### src/rtl/uart_pkg.sv
// uart_pkg: shared UART receive-state encoding and 8N1 frame constants
package uart_pkg;
  typedef enum logic [1:0] {IDLE, START, DATA, STOP} rx_state_t;
  localparam int CLKS_PER_BIT_DEF = 434;
  localparam int DATA_BITS = 8;
  localparam int STOP_BITS = 1;
endpackage

### src/rtl/uart_rx_byte.sv
// uart_rx_byte: 8N1 UART byte receiver with 2-FF synchronizer and one-cycle valid/frame-error pulses
module uart_rx_byte
  import uart_pkg::*;
#(
  parameter int CLKS_PER_BIT = CLKS_PER_BIT_DEF
) (
  input  logic       CLK,
  input  logic       rst,
  input  logic       rx,
  input  logic       en,
  output logic [7:0] rx_byte,
  output logic       rx_valid,
  output logic       rx_ferr,
  output logic       busy
);
  localparam int CW = $clog2(CLKS_PER_BIT);
  localparam int BW = $clog2(DATA_BITS);
  localparam logic [CW-1:0] FULL = CW'(CLKS_PER_BIT - 1);
  localparam logic [CW-1:0] HALF = CW'(CLKS_PER_BIT / 2 - 1);
  rx_state_t state_q, state_d;
  logic sync_q, rx_s_q;
  logic [CW-1:0] baud_q, baud_d;
  logic [BW-1:0] bit_q, bit_d;
  logic [7:0] shift_q, shift_d;
  logic busy_q, busy_d;
  always_ff @(posedge CLK) begin
    if (rst) begin
      sync_q  <= 1'b1;
      rx_s_q  <= 1'b1;
      state_q <= IDLE;
      baud_q  <= '0;
      bit_q   <= '0;
      shift_q <= '0;
      busy_q  <= 1'b0;
    end else begin
      sync_q  <= rx;
      rx_s_q  <= sync_q;
      state_q <= state_d;
      baud_q  <= baud_d;
      bit_q   <= bit_d;
      shift_q <= shift_d;
      busy_q  <= busy_d;
    end
  end
  always_comb begin
    state_d  = state_q;
    baud_d   = baud_q + 1'b1;
    bit_d    = bit_q;
    shift_d  = shift_q;
    busy_d   = busy_q;
    rx_valid = 1'b0;
    rx_ferr  = 1'b0;
    case (state_q)
      IDLE: begin
        baud_d = '0;
        if (!rx_s_q && en) begin
          state_d = START;
          busy_d  = 1'b1;
        end
      end
      START: if (baud_q == HALF) begin
        baud_d  = '0;
        bit_d   = '0;
        state_d = rx_s_q ? IDLE : DATA;
        busy_d  = !rx_s_q;
      end
      DATA: if (baud_q == FULL) begin
        baud_d  = '0;
        shift_d = {rx_s_q, shift_q[7:1]};
        bit_d   = bit_q + 1'b1;
        state_d = (bit_q == BW'(DATA_BITS - 1)) ? STOP : DATA;
      end
      STOP: if (baud_q == FULL) begin
        baud_d   = '0;
        state_d  = IDLE;
        busy_d   = 1'b0;
        rx_valid = rx_s_q;
        rx_ferr  = !rx_s_q;
      end
      default: state_d = IDLE;
    endcase
  end
  assign rx_byte = shift_q;
  assign busy    = busy_q;
endmodule

### src/rtl/uart_memloader.sv
// uart_memloader: fills a word-addressed memory from a UART byte stream, little-endian 32-bit words
module uart_memloader
  import uart_pkg::*;
#(
  parameter int CLKS_PER_BIT = CLKS_PER_BIT_DEF,
  parameter int ADDR_W       = 10,
  parameter int NUM_WORDS    = 1024
) (
  input  logic              CLK,
  input  logic              rst,
  input  logic              RX,
  output logic [ADDR_W-1:0] con_addr,
  output logic [31:0]       con_wr_data,
  output logic              con_wr_en,
  output logic              busy,
  output logic              done,
  output logic              frame_err
);
  logic [7:0] rx_byte;
  logic rx_valid, rx_ferr, take, last;
  logic [1:0] bcnt_q, bcnt_d;
  logic [23:0] buf_q, buf_d;
  logic [ADDR_W:0] wcnt_q, wcnt_d;
  logic [ADDR_W-1:0] addr_q, addr_d;
  logic [31:0] data_q, data_d;
  logic wr_q, wr_d, done_q, done_d, ferr_q, ferr_d;
  uart_rx_byte #(.CLKS_PER_BIT(CLKS_PER_BIT)) u_rx (
    .CLK      (CLK),
    .rst      (rst),
    .rx       (RX),
    .en       (!done_q),
    .rx_byte  (rx_byte),
    .rx_valid (rx_valid),
    .rx_ferr  (rx_ferr),
    .busy     (busy)
  );
  always_ff @(posedge CLK) begin
    if (rst) begin
      bcnt_q <= '0;
      buf_q  <= '0;
      wcnt_q <= '0;
      addr_q <= '0;
      data_q <= '0;
      wr_q   <= 1'b0;
      done_q <= 1'b0;
      ferr_q <= 1'b0;
    end else begin
      bcnt_q <= bcnt_d;
      buf_q  <= buf_d;
      wcnt_q <= wcnt_d;
      addr_q <= addr_d;
      data_q <= data_d;
      wr_q   <= wr_d;
      done_q <= done_d;
      ferr_q <= ferr_d;
    end
  end
  always_comb begin
    take   = rx_valid && !done_q;
    last   = take && (bcnt_q == 2'd3);
    bcnt_d = take ? bcnt_q + 1'b1 : bcnt_q;
    buf_d  = buf_q;
    if (take && !last) buf_d[{bcnt_q, 3'b000} +: 8] = rx_byte;
    addr_d = last ? wcnt_q[ADDR_W-1:0] : addr_q;
    data_d = last ? {rx_byte, buf_q} : data_q;
    wr_d   = last;
    wcnt_d = wr_q ? wcnt_q + 1'b1 : wcnt_q;
    done_d = done_q | (wr_q && (wcnt_q == (ADDR_W + 1)'(NUM_WORDS - 1)));
    ferr_d = ferr_q | rx_ferr;
  end
  assign con_addr    = addr_q;
  assign con_wr_data = data_q;
  assign con_wr_en   = wr_q;
  assign done        = done_q;
  assign frame_err   = ferr_q;
endmodule

### config.mk
export PLATFORM = sky130hd
export DESIGN_NAME = uart_memloader
export DESIGN_NICKNAME = d
export VERILOG_FILES = /design/src/rtl/uart_pkg.sv /design/src/rtl/uart_rx_byte.sv /design/src/rtl/uart_memloader.sv
export SDC_FILE = /design/constraint.sdc
export NUM_CORES = 1
export LEC_CHECK = 0
export CORE_MARGIN = 2
export CORE_UTILIZATION = 25
export CTS_BUF_LIST = sky130_fd_sc_hd__clkbuf_4 sky130_fd_sc_hd__clkbuf_8
export DETAILED_ROUTE_END_ITERATION = 10
export PLACE_DENSITY = 0.4
export SLEW_MARGIN = 20
export SYNTH_ARGS = -nofsm -noshare
export SYNTH_HDL_FRONTEND = slang
export SYNTH_SLANG_ARGS = --single-unit
### constraint.sdc
create_clock -name CLK -period 2.8 [get_ports CLK]
set_clock_uncertainty 0.1 [all_clocks]
set_input_delay 0.28 -clock CLK [delete_from_list [all_inputs] [get_ports CLK]]
set_output_delay 0.28 -clock CLK [all_outputs]
set_load 0.005 [all_outputs]
### Word-level counts from Yosys, hierarchy flattened

Index checks and enable logic that the tools add are counted.

| cells by class | value |
|---|---|
| add/sub/neg operators | 5 |
| equal/unequal tests | 12 |
| shift operators | 2 |
| muxes and demuxes | 22 |
| bitwise logic cells | 2 |
| reduce and logical (&&, ||, !) cells | 16 |

Operators by type and width:

| cell | count |
|---|---|
| $pmux W9 S3 | 1 |
| $bwmux W24 | 1 |
| $shift A8 B7 Y24 const A | 1 |
| $shiftx A8 B7 Y24 | 1 |
| $mux W9 | 2 |
| $add A11 B1 Y11 const B | 1 |
| $eq A11 B10 Y1 const B | 1 |
| $mux W2 | 5 |
| $add A9 B1 Y9 const B | 1 |
| $eq A9 B8 Y1 const B | 1 |
| $eq A9 B9 Y1 const B | 1 |
| $mux W1 | 8 |
| $ne A2 B1 Y1 const B | 4 |
| $pmux W2 S4 | 1 |
| $reduce_and A4 Y1 | 2 |
| $neg A5 Y7 | 1 |
| $eq A2 B2 Y1 const B | 3 |
| $mux W3 | 2 |
| $pmux W3 S2 | 1 |
| $logic_and A1 B1 Y1 | 5 |
| $add A3 B1 Y3 const B | 1 |
| $eq A3 B3 Y1 const B | 1 |
| $logic_not A1 Y1 | 3 |
| $pmux W1 S3 | 1 |
| 9 further kinds | 10 |

| word-level totals | value |
|---|---|
| register bits after elaboration | 107 |
| bits of input ports | 3 |
| logic and storage cells | 74 |

### Longest topological paths before layout

Gate-level depths: netlist (run 1).

| logic depth | value |
|---|---|
| word-level depth | 7 |
| depth in mapped cells | 8 |

### Modules after synthesis

Synthesis (run 1) repeated with hierarchy kept, for this count alone.

| second synthesis, totals | value |
|---|---|
| cell total of the unflattened synthesis | 502 |
| area total of the unflattened synthesis | 4,319.1 µm² |

By module, submodules not included:

| module | times used | cells each | area each (µm²) |
|---|---|---|---|
| uart_memloader | 1 | 378 | 3,130.5 |
| uart_rx_byte | 1 | 124 | 1,188.6 |

### Least setup slack after synthesis (run 1)

Ideal clock, no wire load.

| timing | value |
|---|---|
| kind | flip-flop to flip-flop |
| from | register bcnt_q[0] |
| to | register buf_q[0] |
| setup time | 0.070 ns |
| data arrival time | 1.652 ns |
| data required time | 2.630 ns |
| setup slack | 0.978 ns |
| stages on the path, launching flop included | 6 |
| path buffers | 0 |
| clock period less this slack | 1.822 ns |
| cells stage by stage | dfxtp_1 > inv_1 > ha_1 > nor3b_1 > nand3_1 > a21oi_1 |

| between the ends | value |
|---|---|
| word-level cells in the longest chain between the ends | 4 |
| elaborated cells on any way between the ends | 8 |
| classes of those cells | 1 x add/sub; 1 x eq/ne; 2 x shift; 1 x mux; 3 x reduce/logical |

Ends and longest elaborated chain:

| what | line | text |
|---|---|---|
| start: declaration | uart_memloader.sv:21 | `logic [1:0] bcnt_q, bcnt_d;` |
| start signal: assignment | uart_memloader.sv:48 | `bcnt_q <= bcnt_d;` |
| branches (longest 4 deep; another with $neg A5 Y7) | - |  |
| end signal: assignment | uart_memloader.sv:49 | `buf_q <= buf_d;` |
| end: declaration | uart_memloader.sv:22 | `logic [23:0] buf_q, buf_d;` |

Parallel ways; which one is timed is not known.
A chain may end at the register's enable or synchronous reset.

### Worst setup path in the final report (run 1)

| timing | value |
|---|---|
| from | register u_rx.baud_q[0] |
| to | register data_q[14] (netlist: con_wr_data[14]) |

| between the ends | value |
|---|---|
| word-level cells in the longest chain between the ends | 5 |

Ends and longest elaborated chain:

| what | line | text |
|---|---|---|
| start: declaration | uart_rx_byte.sv:22 | `logic [CW-1:0] baud_q, baud_d;` |
| start signal: assignment | uart_rx_byte.sv:39 | `baud_q <= baud_d;` |
| $eq A9 B9 Y1 | uart_rx_byte.sv:73 | `STOP: if (baud_q == FULL) begin` |
| $mux W1 | uart_rx_byte.sv:73 |  |
| $mux W1 | uart_rx_byte.sv:53 | `case (state_q)` |
| $logic_and A1 B1 Y1 | uart_memloader.sv:59 | `take = rx_valid && !done_q;` |
| $logic_and A1 B1 Y1 | uart_memloader.sv:60 | `last = take && (bcnt_q == 2'd3);` |
| end signal: assignment | uart_memloader.sv:52 | `data_q <= data_d;` |
| end: declaration | uart_memloader.sv:25 | `logic [31:0] data_q, data_d;` |

No other way between the ends.

==> results.py, run 1 <==
metrics = {
    "status": {
        "status": "finished clean",
    },
    "setup_path": {
        "crit_path_max_fanout": 24,
        "max_stage_delay_ns": 0.44,
        "crit_chain": "ha_1 -> and4bb_1 -> and4_1 -> buf_4 -> nand2_1 -> a21oi_1",
        "critPathKind": "reg -> reg",
        "critPathCaptureType": "register",
        "crit_slowest_cell": "and4bb_1",
        "cp.required_ns": 3.02,
        "startpoint_type": "register",
        "critical_path_arrival_ns": 2.22,
    },
    "cells_and_area": {
        "area_growth_pct": 22.4,
        "final_nets": 554,
        "final_core_util_pct": 31.4,
        "antennaDiodeCount": 0,
        "layout-drive-gt1-share_pct": 5.55,
    },
    "global_routing": {
        "grt_first_pass_wirelength_mm": 16.7,
        "gr-total-overflow": 0,
        "grt_max_degree": 68,
        "antenna_found_initial": 0,
        "track_usage_pct": 11.6,
        "grt_pass1_vias": 3295,
    },
    "clock_network": {
        "cts_tree": "done",
        "htree_num_levels": 3,
        "cts_buffers": 9,
        "cts.sinks": 107,
        "ctsResizeCount": 0,
        "cts_hold_buf": 0,
        "clk_latency_ns": 0.39,
        "root_buffer": "clkbuf_8",
        "postCtsSetupBuffers": 0,
        "max-clock-path-buffers": 2,
        "cts.clk_slew.worst_paths_ns": 0.11,
    },
    "power_and_ir_drop": {
        "p_total_uw": 2800,
        "clock_power_share_pct": 39.2,
        "ir_drop_uv": 198,
        "power_density_nw_per_um2": 538,
        "p_seq_share_pct": 55.2,
        "leakagePower_uw": 0.00178,
        "p_comb_share_pct": 5.6,
        "netSwitchingFraction_pct": 23.7,
        "p_int_uw": 2140,
        "p_sw_uw": 664,
    },
    "sta": {
        "worst_pin_slew_ns": 0.729,
        "hold_viol": 0,
        "fmax_mhz": 501,
        "timing.hold.ws_ns": 0.314,
        "setup_tns_ns": 0,
        "relSlewSlack_pct": 51.4,
        "setup_viol": 0,
        "slew_viol_final": 0,
        "fin_ws_ns": 0.804,
        "period_needed_ns": 2.00,
        "grt_setup_unrepaired": "no",
        "finalCritPeriodShare_pct": 71.3,
    },
    "die": {
        "rows": 47,
        "core_area_sq_um": 16600,
        "die_area_sq_um": 18100,
        "die_width_um": 134,
        "die_y_um": 134,
        "initial_core_util_pct": 25.7,
        "boundaryPins": 49,
    },
    "yosys": {
        "synth_seq_cells": 107,
        "syn_area_sq_um": 4260,
        "syn_avg_cell_area_sq_um": 8.60,
        "synth_edf_count": 0,
        "ys_dominant_reg_cell": "dfxtp_1",
        "netlist.area_leader.share_pct": 50.3,
        "synth_nets": 513,
        "synthCells": 495,
        "synth.largest_area_cell": "dfxtp_1",
        "netlist_top_cells_area": "dfxtp_1 (50%), nand2_1 (10%), a21oi_1 (7.9%)",
        "ys_warn_count": 0,
        "synth.distinct_cells": 44,
        "synth_seq_area_share_pct": 50.3,
        "synthArstFlopShare_pct": 0,
    },
    "route": {
        "dr.pass1.iters": 5,
        "highest_layer": "met4",
        "wl_per_cell_um": 13.1,
        "wl_mm": 9.94,
        "drt-initial-drc-count": 160,
        "ant_nets": 0,
        "vias": 3385,
        "wl_met1_mm": 5.00,
        "via_per_inst": 4.45,
        "drc": 0,
        "dr_wl_met2_mm": 4.44,
        "route.met3.wl_um": 301,
    },
    "flow_run": {
        "drv_cap": 0,
    },
    "placed_design": {
        "preCtsSetupSlack_ns": 0.819,
        "hpwl_mm": 6.72,
        "gp_congestion": 0.722,
        "port_buffers": 48,
    },
    "min_path": {
        "hp-class": "reg -> reg",
    },
}
## layout by cell type, fill, tap and decap left out, drive strengths merged, types with 7 or more instances in the layout
cell,Yosys,routed
mux2i,11,11
nand2,116,116
a21oi,67,67
buf,7,9
xnor2,9,9
dfxtp,107,107
inv,11,13
nand3,29,29
and4,7,7
clkbuf,19,10
clkdlybuf4s50,0,47
nor2,38,38
ha,15,15
nand4,9,9
xor2,9,9
## path summary, 6_finish.rpt
kind	from	endpoint	slack (ns)	cells past startpoint
worst max-delay path	u_rx.baud_q[0]$_SDFF_PP0_	con_wr_data[14]$_SDFFE_PP0P_	0.80	6
worst min-delay path	u_rx.sync_q$_SDFF_PP1_	u_rx.rx_s_q$_SDFF_PP1_	0.31	1
worst max register to register	u_rx.baud_q[0]$_SDFF_PP0_	con_wr_data[14]$_SDFFE_PP0P_	0.80	6
worst min register to register	u_rx.sync_q$_SDFF_PP1_	u_rx.rx_s_q$_SDFF_PP1_	0.31	1
## power groups by stage
stage          sequential (uW)  clock (uW)  combinational (uW)
6_report                  1550        1100                 158
5_1_grt                   1550        1210                 177
4_1_cts                   1550        1150                 158
3_5_place_dp              1580           0                 157
3_3_place_gp              1580           0                 158
2_1_floorplan             1580           0                 113
## worst max-delay path: cells and delay by family (launching register included)
family / cells / cell delay [ns]
compound gates: 1 / 0.14
fa+ha+maj: 1 / 0.18
buf+inv: 1 / 0.28
flops: 1 / 0.41
simple gates: 3 / 0.82
## cells in the mapped netlist (2+ instances only)
master,number
nand4_1,9
nor3_1,2
nand2b_1,4
nand3_1,28
clkbuf_1,19
xor2_1,9
buf_2,6
nand4b_1,2
nor2_1,38
o21ai_1,2
or2_1,2
inv_1,11
mux2i_1,11
mux2_1,2
dfxtp_1,107
a21oi_1,67
nor3b_1,3
o32ai_1,2
ha_1,15
and4_1,7
nand2_1,116
xnor2_1,9
and3_1,3
## sequential cells by signal, summed over array words and instances, names as in the netlist, named ones only
| register | count |
|---|---|
| con_wr_en | 1 |
| u_rx.sync_q | 1 |
| con_addr | 10 |
| done | 1 |
| bcnt_q | 2 |
| u_rx.busy | 1 |
| u_rx.state_q | 1 |
| frame_err | 1 |
| buf_q | 24 |
| con_wr_data | 32 |
| u_rx.baud_q | 9 |
| u_rx.rx_s_q | 1 |
| u_rx.bit_q | 3 |
| wcnt_q | 11 |
| u_rx.rx_byte | 8 |
## through the flow
stage | cell area (sq um) | instances
global route | 5210 | 761
finish | 5210 | 761
CTS | 5210 | 761
floorplan | 4260 | 495
global placement | 4970 | 745
detailed placement | 4970 | 745
## layout make-up
type                            instances  area (sq um)
Sequential cell                       107          2140
Clock buffer                           10           138
Timing Repair Buffer                   56           548
Inverter                               12          45.0
Fill cell                            1797         11400
Multi-Input combinational cell        350          1960
Clock inverter                          6          96.3
Tap cell                              220           275
## cell families after synthesis
| group | Yosys count | synth area share, % |
|---|---|---|
| AND/OR/NAND/NOR | 224 | 24.4 |
| flip-flops | 107 | 50.3 |
| AO/OA/AOI/OAI | 80 | 10.5 |
| buffers and inverters | 38 | 3.53 |
| XOR/XNOR | 18 | 3.70 |
| adder cells (fa/ha/maj) | 15 | 4.41 |
| multiplexers | 13 | 3.12 |
## layer usage
layer	up-vias	track usage [%]
met1	1578	15.8
met4	0	5.09
li1	1746	-
met2	49	18.0
met5	-	0
met3	12	2.29
No activity file was read; power rests on OpenSTA's default activity.
==> run 2, diff against run 1 <==
clock period = 2 ns   (was 2.8 ns; I/O delays follow)
==> run 2 against run 1 <==
Effect of this change:
- critical path depth rose by 2
- via count increased by 0.24%
- clock power grew 30%
- register-to-register slack worse by 0.65 ns
- largest power group unchanged
- wire length grew 0.54%
- flip-flop and latch count is the same
==> results.py, run 2 (synthesized netlist as in run 1, its figures left out) <==
metrics = {
    "cells_and_area": {
        "layout-drive-gt1-share_pct": 7.50,
        "antennaDiodeCount": 0,
        "final_cell_mix": "nand2_1 (116), dfxtp_1 (107), a21oi_1 (67)",
        "largest_reg_flops": 32,
        "final_nets": 560,
        "final_core_util_pct": 31.6,
        "fillers": 1782,
        "area_growth_pct": 23.1,
        "layout_commonest_cell": "nand2_1",
    },
    "setup_path": {
        "endpoint": "con_wr_data[31]$_SDFFE_PP0P_",
        "startpoint_type": "register",
        "rrSetupSlack_ns": 0.16,
        "critPathCaptureType": "register",
        "critPathLaunch": "u_rx.baud_q[1]$_SDFF_PP0_",
        "rr_worst_depth": 8,
        "critPathKind": "reg -> reg",
        "reg2reg_from": "u_rx.baud_q[1]$_SDFF_PP0_",
        "crit_path_max_fanout": 24,
        "critical_path_arrival_ns": 2.06,
        "rr_endpoint": "con_wr_data[31]$_SDFFE_PP0P_",
        "cp.required_ns": 2.21,
    },
    "clock_network": {
        "cts.clk_slew.worst_paths_ns": 0.10,
        "clk_latency_ns": 0.38,
        "cts.sinks": 107,
        "root_buffer": "clkbuf_8",
        "cts_buffers": 9,
        "htree_num_levels": 3,
        "cts_tree": "done",
        "max-clock-path-buffers": 2,
        "cts_hold_buf": 0,
    },
    "sta": {
        "finalCritPeriodShare_pct": 92.2,
        "grt_setup_unrepaired": "yes",
        "hold_viol": 0,
        "period_needed_ns": 1.84,
        "timing.hold.ws_ns": 0.112,
        "slew_viol_final": 0,
        "worst_pin_slew_ns": 0.576,
        "relSlewSlack_pct": 61.6,
        "fin_ws_ns": 0.155,
        "setup_viol": 0,
        "fmax_mhz": 542,
    },
    "die": {
        "boundaryPins": 49,
        "die_area_sq_um": 18100,
        "core_area_sq_um": 16600,
        "die_width_um": 134,
        "die_y_um": 134,
        "initial_core_util_pct": 25.7,
        "rows": 47,
    },
    "placed_design": {
        "hpwl_mm": 6.82,
        "gp_congestion": 0.762,
        "port_buffers": 48,
        "preCtsSetupSlack_ns": 0.105,
    },
    "route": {
        "dr.pass1.iters": 4,
        "wl_per_cell_um": 13.0,
        "drt-initial-drc-count": 151,
        "vias": 3393,
        "ant_nets": 0,
        "drc": 0,
        "via_per_inst": 4.42,
        "wl_mm": 9.99,
    },
    "global_routing": {
        "grt_max_degree": 55,
        "grt_pass1_vias": 3279,
        "antenna_found_initial": 0,
        "track_usage_pct": 11.5,
        "gr-total-overflow": 0,
        "grt_first_pass_wirelength_mm": 16.6,
    },
    "power_and_ir_drop": {
        "ir_drop_uv": 484,
        "leakagePower_uw": 0.00181,
        "p_total_uw": 3810,
        "power_density_nw_per_um2": 728,
    },
    "status": {
        "status": "finished clean",
    },
    "min_path": {
        "hp-class": "in -> reg",
    },
    "flow_run": {
        "drv_cap": 0,
    },
}
## run 2: changes by cell type in the layout (fill, tap and decap cells not counted), moves of 2 or more
cell      previous run  this run
buf_6                0         2
buf_4                7        12
clkbuf_4             0         3
and4_2               0         3
and4_1               7         4
clkbuf_8            10        12
## run 2: power breakdown
part           switching (uW)  internal [uW]
logic                     128           89.2
clock network             702            726
registers                17.4           2150
total                     847           2960
## run 2: repair_timing
item                                    in CTS  in global routing
resized for setup                            0                  7
setup buffers                                0                  2
endpoints found under the setup margin       0                 50
## run 2: final cells by class
cell class              instances  area [sq um]  area share, %
well taps                     220           275           5.26
multi-input cells             350          1970           37.6
flip-flops and latches        107          2140           40.9
clock inverters                 1          30.0          0.573
inverters                      12          45.0          0.860
repair buffers                 62           588           11.2
clock buffers                  15           188           3.58
## run 2: worst min path at each step
| stage | from | to | slack [ns] | cells past startpoint |
|---|---|---|---|---|
| 4_1_cts | rst | u_rx.bit_q[2]$_SDFFE_PP0P_ | 0.09 | 2 |
| 3_5_place_dp | u_rx.sync_q$_SDFF_PP1_ | u_rx.rx_s_q$_SDFF_PP1_ | 0.29 | 1 |
| 6_report | rst | u_rx.bit_q[2]$_SDFFE_PP0P_ | 0.11 | 2 |
| 3_3_place_gp | u_rx.sync_q$_SDFF_PP1_ | u_rx.rx_s_q$_SDFF_PP1_ | 0.29 | 1 |
| 2_1_floorplan | RX | u_rx.sync_q$_SDFF_PP1_ | 0.20 | 1 |
| 5_1_grt | rst | u_rx.bit_q[2]$_SDFFE_PP0P_ | 0.14 | 2 |
## run 2: stage by stage
step / cells / area (sq um) / TNS [ns]
finish: 767 / 5240 / 0
global route: 767 / 5240 / -0.0242
CTS: 765 / 5210 / 0
detailed placement: 749 / 4990 / 0
global placement: 749 / 4990 / 0
floorplan: 495 / 4260 / 0
## run 2: critical path: stages (launching register included)
cell      delay (ns)
dfxtp_1         0.36
inv_1           0.07
ha_1            0.19
and4bb_1        0.24
buf_4           0.17
nand4_1         0.15
buf_6           0.26
nand2_1         0.09
a21oi_1         0.15
## run 2: routing by layer
layer	vias up	global-route usage (%)	wire length, um
li1	1758	-	-
met1	1585	14.8	4790
met2	42	18.5	4690
met3	8	3.90	407
met4	0	3.33	105
met5	-	0	0
